===== config.mk =====
export PLATFORM = sky130hd
export DESIGN_NAME = conv_3x3_weight_streamer
export DESIGN_NICKNAME = d
export VERILOG_FILES = /design/src/rtl/conv_weight_pkg.sv /design/src/rtl/conv_valid_delay_line.sv /design/src/rtl/conv_3x3_weight_streamer.sv
export SDC_FILE = /design/constraint.sdc
export NUM_CORES = 1
export LEC_CHECK = 0
export CELL_PAD_IN_SITES_DETAIL_PLACEMENT = 0
export CELL_PAD_IN_SITES_GLOBAL_PLACEMENT = 1
export CORE_MARGIN = 5
export CORE_UTILIZATION = 40
export CTS_BUF_LIST = sky130_fd_sc_hd__clkbuf_2 sky130_fd_sc_hd__clkbuf_4 sky130_fd_sc_hd__clkbuf_8
export DETAILED_ROUTE_END_ITERATION = 6
export GPL_ROUTABILITY_DRIVEN = 0
export PLACE_DENSITY = 0.94
export SLEW_MARGIN = 10
export SYNTH_ARGS = -nofsm -noshare
export SYNTH_HDL_FRONTEND = slang
export SYNTH_SLANG_ARGS = --single-unit

===== constraint.sdc =====
create_clock -name clk -period 2.2 [get_ports clk]
set_input_delay 0.55 -clock clk [delete_from_list [all_inputs] [get_ports clk]]
set_output_delay 0.55 -clock clk [all_outputs]
set_load 0.02 [all_outputs]

===== src/rtl/conv_weight_pkg.sv =====
// Shared types and sizing helpers for the conv weight streamer slice.
// Default-geometry constants here; each instance derives its own from its parameters.
package conv_weight_pkg;

  typedef enum logic [1:0] {
    ST_IDLE,
    ST_GROUP_WAIT,
    ST_FETCH,
    ST_DRAIN
  } state_t;

  localparam int KERNEL_DEF    = 3;
  localparam int CIN_DEF       = 1024;
  localparam int COUT_DEF      = 1024;
  localparam int TAPS          = KERNEL_DEF * KERNEL_DEF;
  localparam int TOTAL_WEIGHTS = CIN_DEF * COUT_DEF * TAPS;

  // Bits needed for a counter running 0..n-1 (at least one bit).
  function automatic int cnt_w(input int n);
    return (n <= 2) ? 1 : $clog2(n);
  endfunction

endpackage


===== src/rtl/conv_valid_delay_line.sv =====
// Read-valid shift register matching the weight memory latency.
// o_empty tells the streamer that no read is still in flight.
module conv_valid_delay_line
  import conv_weight_pkg::*;
#(
  parameter int DEPTH = 2
) (
  input  logic clk,
  input  logic i_rst_n,
  input  logic i_vld,
  output logic o_vld,
  output logic o_empty
);

  logic [DEPTH-1:0] r_sr;

  always_ff @(posedge clk or negedge i_rst_n) begin
    if (!i_rst_n) begin
      r_sr <= '0;
    end else begin
      r_sr[0] <= i_vld;
      for (int i = 1; i < DEPTH; i++) begin
        r_sr[i] <= r_sr[i-1];
      end
    end
  end

  assign o_vld   = r_sr[DEPTH-1];
  assign o_empty = ~|r_sr;

endmodule


===== src/rtl/conv_3x3_weight_streamer.sv =====
// Streams conv weights from a fixed-latency memory in co/ci/tap order, one group per ready.
// Optional CONV_WEIGHT_GROUP_CNT_EN adds a group_cnt output of emitted groups.
module conv_3x3_weight_streamer
  import conv_weight_pkg::*;
#(
  parameter int DATA_WIDTH      = 32,
  parameter int CHANNEL_NUM_IN  = 1024,
  parameter int CHANNEL_NUM_OUT = 1024,
  parameter int KERNEL          = 3,
  parameter int ADDR_WIDTH      = 24,
  parameter int MEM_LATENCY     = 2
) (
  input  logic                  clk,
  input  logic                  reset,
  input  logic                  start,
  input  logic                  weight_ready,
  output logic                  mem_rd_en,
  output logic [ADDR_WIDTH-1:0] mem_addr,
  input  logic [DATA_WIDTH-1:0] mem_rd_data,
  output logic [DATA_WIDTH-1:0] weight_out,
  output logic                  valid_weight_out,
  output logic                  busy,
  output logic                  done
`ifdef CONV_WEIGHT_GROUP_CNT_EN
  ,output logic [$clog2(CHANNEL_NUM_IN*CHANNEL_NUM_OUT+1)-1:0] group_cnt
`endif
);

  localparam int TAPS_N = KERNEL * KERNEL;
  localparam int TAP_W  = cnt_w(TAPS_N);
  localparam int CI_W   = cnt_w(CHANNEL_NUM_IN);
  localparam int CO_W   = cnt_w(CHANNEL_NUM_OUT);
  localparam logic [TAP_W-1:0] TAP_LAST = TAP_W'(TAPS_N - 1);
  localparam logic [CI_W-1:0]  CI_LAST  = CI_W'(CHANNEL_NUM_IN - 1);
  localparam logic [CO_W-1:0]  CO_LAST  = CO_W'(CHANNEL_NUM_OUT - 1);

  state_t                  r_state;
  logic [TAP_W-1:0]        r_tap;
  logic [CI_W-1:0]         r_ci;
  logic [CO_W-1:0]         r_co;
  logic [ADDR_WIDTH-1:0]   r_addr;
  logic                    r_rd_en;
  logic                    r_busy;
  logic                    r_done;
  logic [DATA_WIDTH-1:0]   r_wout;
  logic                    r_vld;
  logic                    w_rd_tail;
  logic                    w_rd_empty;
  logic                    w_tap_last;
  logic                    w_ci_last;
  logic                    w_co_last;

  assign w_tap_last = (r_tap == TAP_LAST);
  assign w_ci_last  = (r_ci == CI_LAST);
  assign w_co_last  = (r_co == CO_LAST);

  // The address counter advances in lockstep with tap/ci/co, so it always equals
  // the linear co/ci/tap index without any multiply.
  always_ff @(posedge clk or negedge reset) begin
    if (!reset) begin
      r_state <= ST_IDLE;
      r_tap   <= '0;
      r_ci    <= '0;
      r_co    <= '0;
      r_addr  <= '0;
      r_rd_en <= 1'b0;
      r_busy  <= 1'b0;
      r_done  <= 1'b0;
    end else begin
      r_done <= 1'b0;
      case (r_state)
        ST_IDLE: begin
          if (start) begin
            r_tap   <= '0;
            r_ci    <= '0;
            r_co    <= '0;
            r_addr  <= '0;
            r_busy  <= 1'b1;
            r_state <= ST_GROUP_WAIT;
          end
        end
        ST_GROUP_WAIT: begin
          if (weight_ready) begin
            r_rd_en <= 1'b1;
            r_state <= ST_FETCH;
          end
        end
        ST_FETCH: begin
          r_addr <= r_addr + 1'b1;
          if (w_tap_last) begin
            r_tap   <= '0;
            r_rd_en <= 1'b0;
            r_state <= (w_ci_last && w_co_last) ? ST_DRAIN : ST_GROUP_WAIT;
            if (w_ci_last) begin
              r_ci <= '0;
              r_co <= r_co + 1'b1;
            end else begin
              r_ci <= r_ci + 1'b1;
            end
          end else begin
            r_tap <= r_tap + 1'b1;
          end
        end
        ST_DRAIN: begin
          if (w_rd_empty) begin
            r_done  <= 1'b1;
            r_busy  <= 1'b0;
            r_state <= ST_IDLE;
          end
        end
        default: r_state <= ST_IDLE;
      endcase
    end
  end

  conv_valid_delay_line #(
    .DEPTH (MEM_LATENCY)
  ) u_vld_dly (
    .clk     (clk),
    .i_rst_n (reset),
    .i_vld   (r_rd_en),
    .o_vld   (w_rd_tail),
    .o_empty (w_rd_empty)
  );

  always_ff @(posedge clk or negedge reset) begin
    if (!reset) begin
      r_wout <= '0;
      r_vld  <= 1'b0;
    end else begin
      r_vld <= w_rd_tail;
      if (w_rd_tail) r_wout <= mem_rd_data;
    end
  end

`ifdef CONV_WEIGHT_GROUP_CNT_EN
  logic [TAP_W-1:0] r_otap;
  logic [$clog2(CHANNEL_NUM_IN*CHANNEL_NUM_OUT+1)-1:0] r_gcnt;

  // Counts words leaving the output register; a wrap marks a completed group.
  always_ff @(posedge clk or negedge reset) begin
    if (!reset) begin
      r_otap <= '0;
      r_gcnt <= '0;
    end else if (r_state == ST_IDLE && start) begin
      r_otap <= '0;
      r_gcnt <= '0;
    end else if (w_rd_tail) begin
      if (r_otap == TAP_LAST) begin
        r_otap <= '0;
        r_gcnt <= r_gcnt + 1'b1;
      end else begin
        r_otap <= r_otap + 1'b1;
      end
    end
  end

  assign group_cnt = r_gcnt;
`endif

  assign mem_rd_en        = r_rd_en;
  assign mem_addr         = r_addr;
  assign weight_out       = r_wout;
  assign valid_weight_out = r_vld;
  assign busy             = r_busy;
  assign done             = r_done;

endmodule


==> impl_metrics.tcl <==
set metrics [dict create \
    worst_slew_pin_slew_ns 0.468 \
    synthesis.area_um2 4090 \
    worst_slack_ns 0.124 \
    grt.total_usage 0.158 \
    routed_via_density 5.30 \
    slew_violations 0 \
    period_minus_slack_ns 2.08 \
    hold_violations 0 \
    finalSetupTns_ns 0 \
    num_io_pins 96 \
    synth_edf_count 0 \
    postCtsHoldBufs 0 \
    vdd_drop_max_v 0.000492 \
    synth_area_leader_cell "dfrtp_1" \
    critPathLaunchType "register" \
    htreeDepth 3 \
    final_util 0.543 \
    crit_chain "clkdlybuf4s50_1" \
    cp_slowest_stage_delay_ns 0.67 \
    first_global_vias 3295 \
    max-slew-margin-rel 0.687 \
    finalHoldWorstSlack_ns 0.208 \
    wirelength_um 9650 \
    syn_inst 394 \
    drc 0 \
    place_area_um2 5310 \
    cp_num_buf_inv 1 \
    required_ns 1.65 \
    postLayoutCellArea_um2 5510 \
    insertion_delay_ns 0.35 \
    rows 37 \
    placed_cells_incl_taps 629 \
    wl_met3_um 470 \
    synth.avg_cell_area_um2 10.4 \
    area_delta_synth_final_pct 34.6 \
    diodes 0 \
    ant_nets 0 \
    antenna_found_initial 0 \
    core-area_um2 10100 \
    cts_resized 0 \
    final_nets 545 \
    ys_ff_latch 88 \
    total_power_mw 4.83 \
    rsz0062_at_grt "false" \
    num_vias 3421 \
    fin_skew_ns 0.00756 \
    wl_met1_um 4400 \
    r2r_cells 8 \
    grt_max_degree 89 \
    cp_slowest_cell "clkdlybuf4s50_1" \
    port-buffer-count 95 \
    post-route-period-util 0.944 \
    setup-violations-final 0 \
    start_util 0.404 \
    crit_family "buffers and inverters" \
    maxCapViolCount 0 \
    cp_data_arrival_time_ns 1.53 \
    fmax_mhz 482 \
    routedWlPerCell_um 15.0 \
    drt_first_iter_violations 171 \
    crit_cells 1 \
    numCtsBuffers 9 \
    drive_above_1_share 0.157 \
    top_layer_used "met4" \
    cts_buffer_depth 2 \
    cp_max_fo 7 \
    cts_setup_buffers 0 \
    power.density_nw_per_um2 876 \
    cts_tree "built" \
    async_flop_share 1.00 \
    p_leak_nw 2.28 \
    synth_cell_type_count 44 \
    status "finished, final reports clean" \
    r2r-end "r_co[4]" \
    crit_type "register to output pin" \
    synth_area_leaders "dfrtp_1, mux2_2, o21ai_0" \
    rrSetupSlack_ns 0.20 \
    r2r_start "r_tap[0]" \
    crit_start "mem_addr[5]" \
    clock_sinks 88 \
    grt_first_pass_wirelength_um 16300 \
    dp_hpwl_um 6940 \
    cp-end-kind "output pin" \
    dieWidth_um 111 \
    final_cell_mix "clkdlybuf4s50_1, dfrtp_1, o21ai_0" \
    synth_top_area_share 0.538 \
    syn-num-nets 435 \
    die_area_um2 12400 \
    final_common_cell "clkdlybuf4s50_1" \
    seq_area_frac_synth 0.538 \
    stdcell_count 645 \
    pre_cts_slack_ns -0.00333 \
    die_h_um 111 \
    dr_wl_met2_um 4670 \
    ys_warn_count 0 \
    cts-root-buf "clkbuf_8" \
    hold_path.class "input pin to async pin" \
    clk_pin_slew_ns 0.09 \
    crit_end "mem_addr[5]" \
    dr.pass1.iters 4 \
    grt-ovfl-total 0 \
    synthFlopType "dfrtp_1" \
]
-- sequential cells by signal (all words and copies together) (netlist names) --
signal            count
busy                  1
done                  1
mem_addr             24
mem_rd_en             1
r_ci                 10
r_co                 10
r_state               2
r_tap                 4
u_vld_dly.r_sr        2
valid_weight_out      1
weight_out           32
-- synthesized netlist by cell type (4+ instances only) --
cell and n:
nand2_1 38, nand4_1 6, inv_1 10, o21ai_0 43, nor3_1 10, a21oi_1 15
nor2_1 33, ha_1 5, a31oi_1 16, o31ai_1 4, xnor2_1 4, nand3_1 27
mux2_2 34, dfrtp_1 88, clkbuf_1 10
-- per-layer routing --
metal	track usage	up-vias
met5	0	-
met4	0.0535	0
met3	0.0366	9
met2	0.255	99
met1	0.210	1660
li1	-	1653
-- worst min-delay path by stage --
| stage | end | slack [ns] | startpoint |
|---|---|---|---|
| 2_1_floorplan | busy | 0.25 | reset |
| 3_3_place_gp | u_vld_dly.r_sr[1] | 0.38 | u_vld_dly.r_sr[0] |
| 3_5_place_dp | u_vld_dly.r_sr[1] | 0.39 | u_vld_dly.r_sr[0] |
| 4_1_cts | weight_out[14] | 0.24 | reset |
| 5_1_grt | weight_out[14] | 0.24 | reset |
| 6_report | weight_out[14] | 0.21 | reset |
-- power by group --
group / switching (mW) / internal (mW)
combinational: 0.875 / 0.681
sequential: 0.294 / 1.84
clock: 0.600 / 0.537
total: 1.77 / 3.06
-- final cells by class --
| type | instances | area (um2) |
|---|---|---|
| fillers | 879 | 4630 |
| flip-flops and latches | 88 | 2200 |
| multi-input cells | 280 | 1790 |
| repair buffers | 115 | 1110 |
| well taps | 136 | 170 |
| clock buffers | 9 | 124 |
| clock inverters | 7 | 77.6 |
| inverters | 10 | 37.5 |
-- cells by family after synthesis --
kind of cell	count (synthesis)	share of synthesized area
multiplexers	36	0.0985
AO/OA/AOI/OAI	93	0.132
flip-flops	88	0.538
adder cells (fa/ha/maj)	5	0.0153
XOR/XNOR	6	0.0128
AND/OR/NAND/NOR	140	0.178
buffers and inverters	26	0.0251
Note: power is estimated with default switching activity, not from simulation.
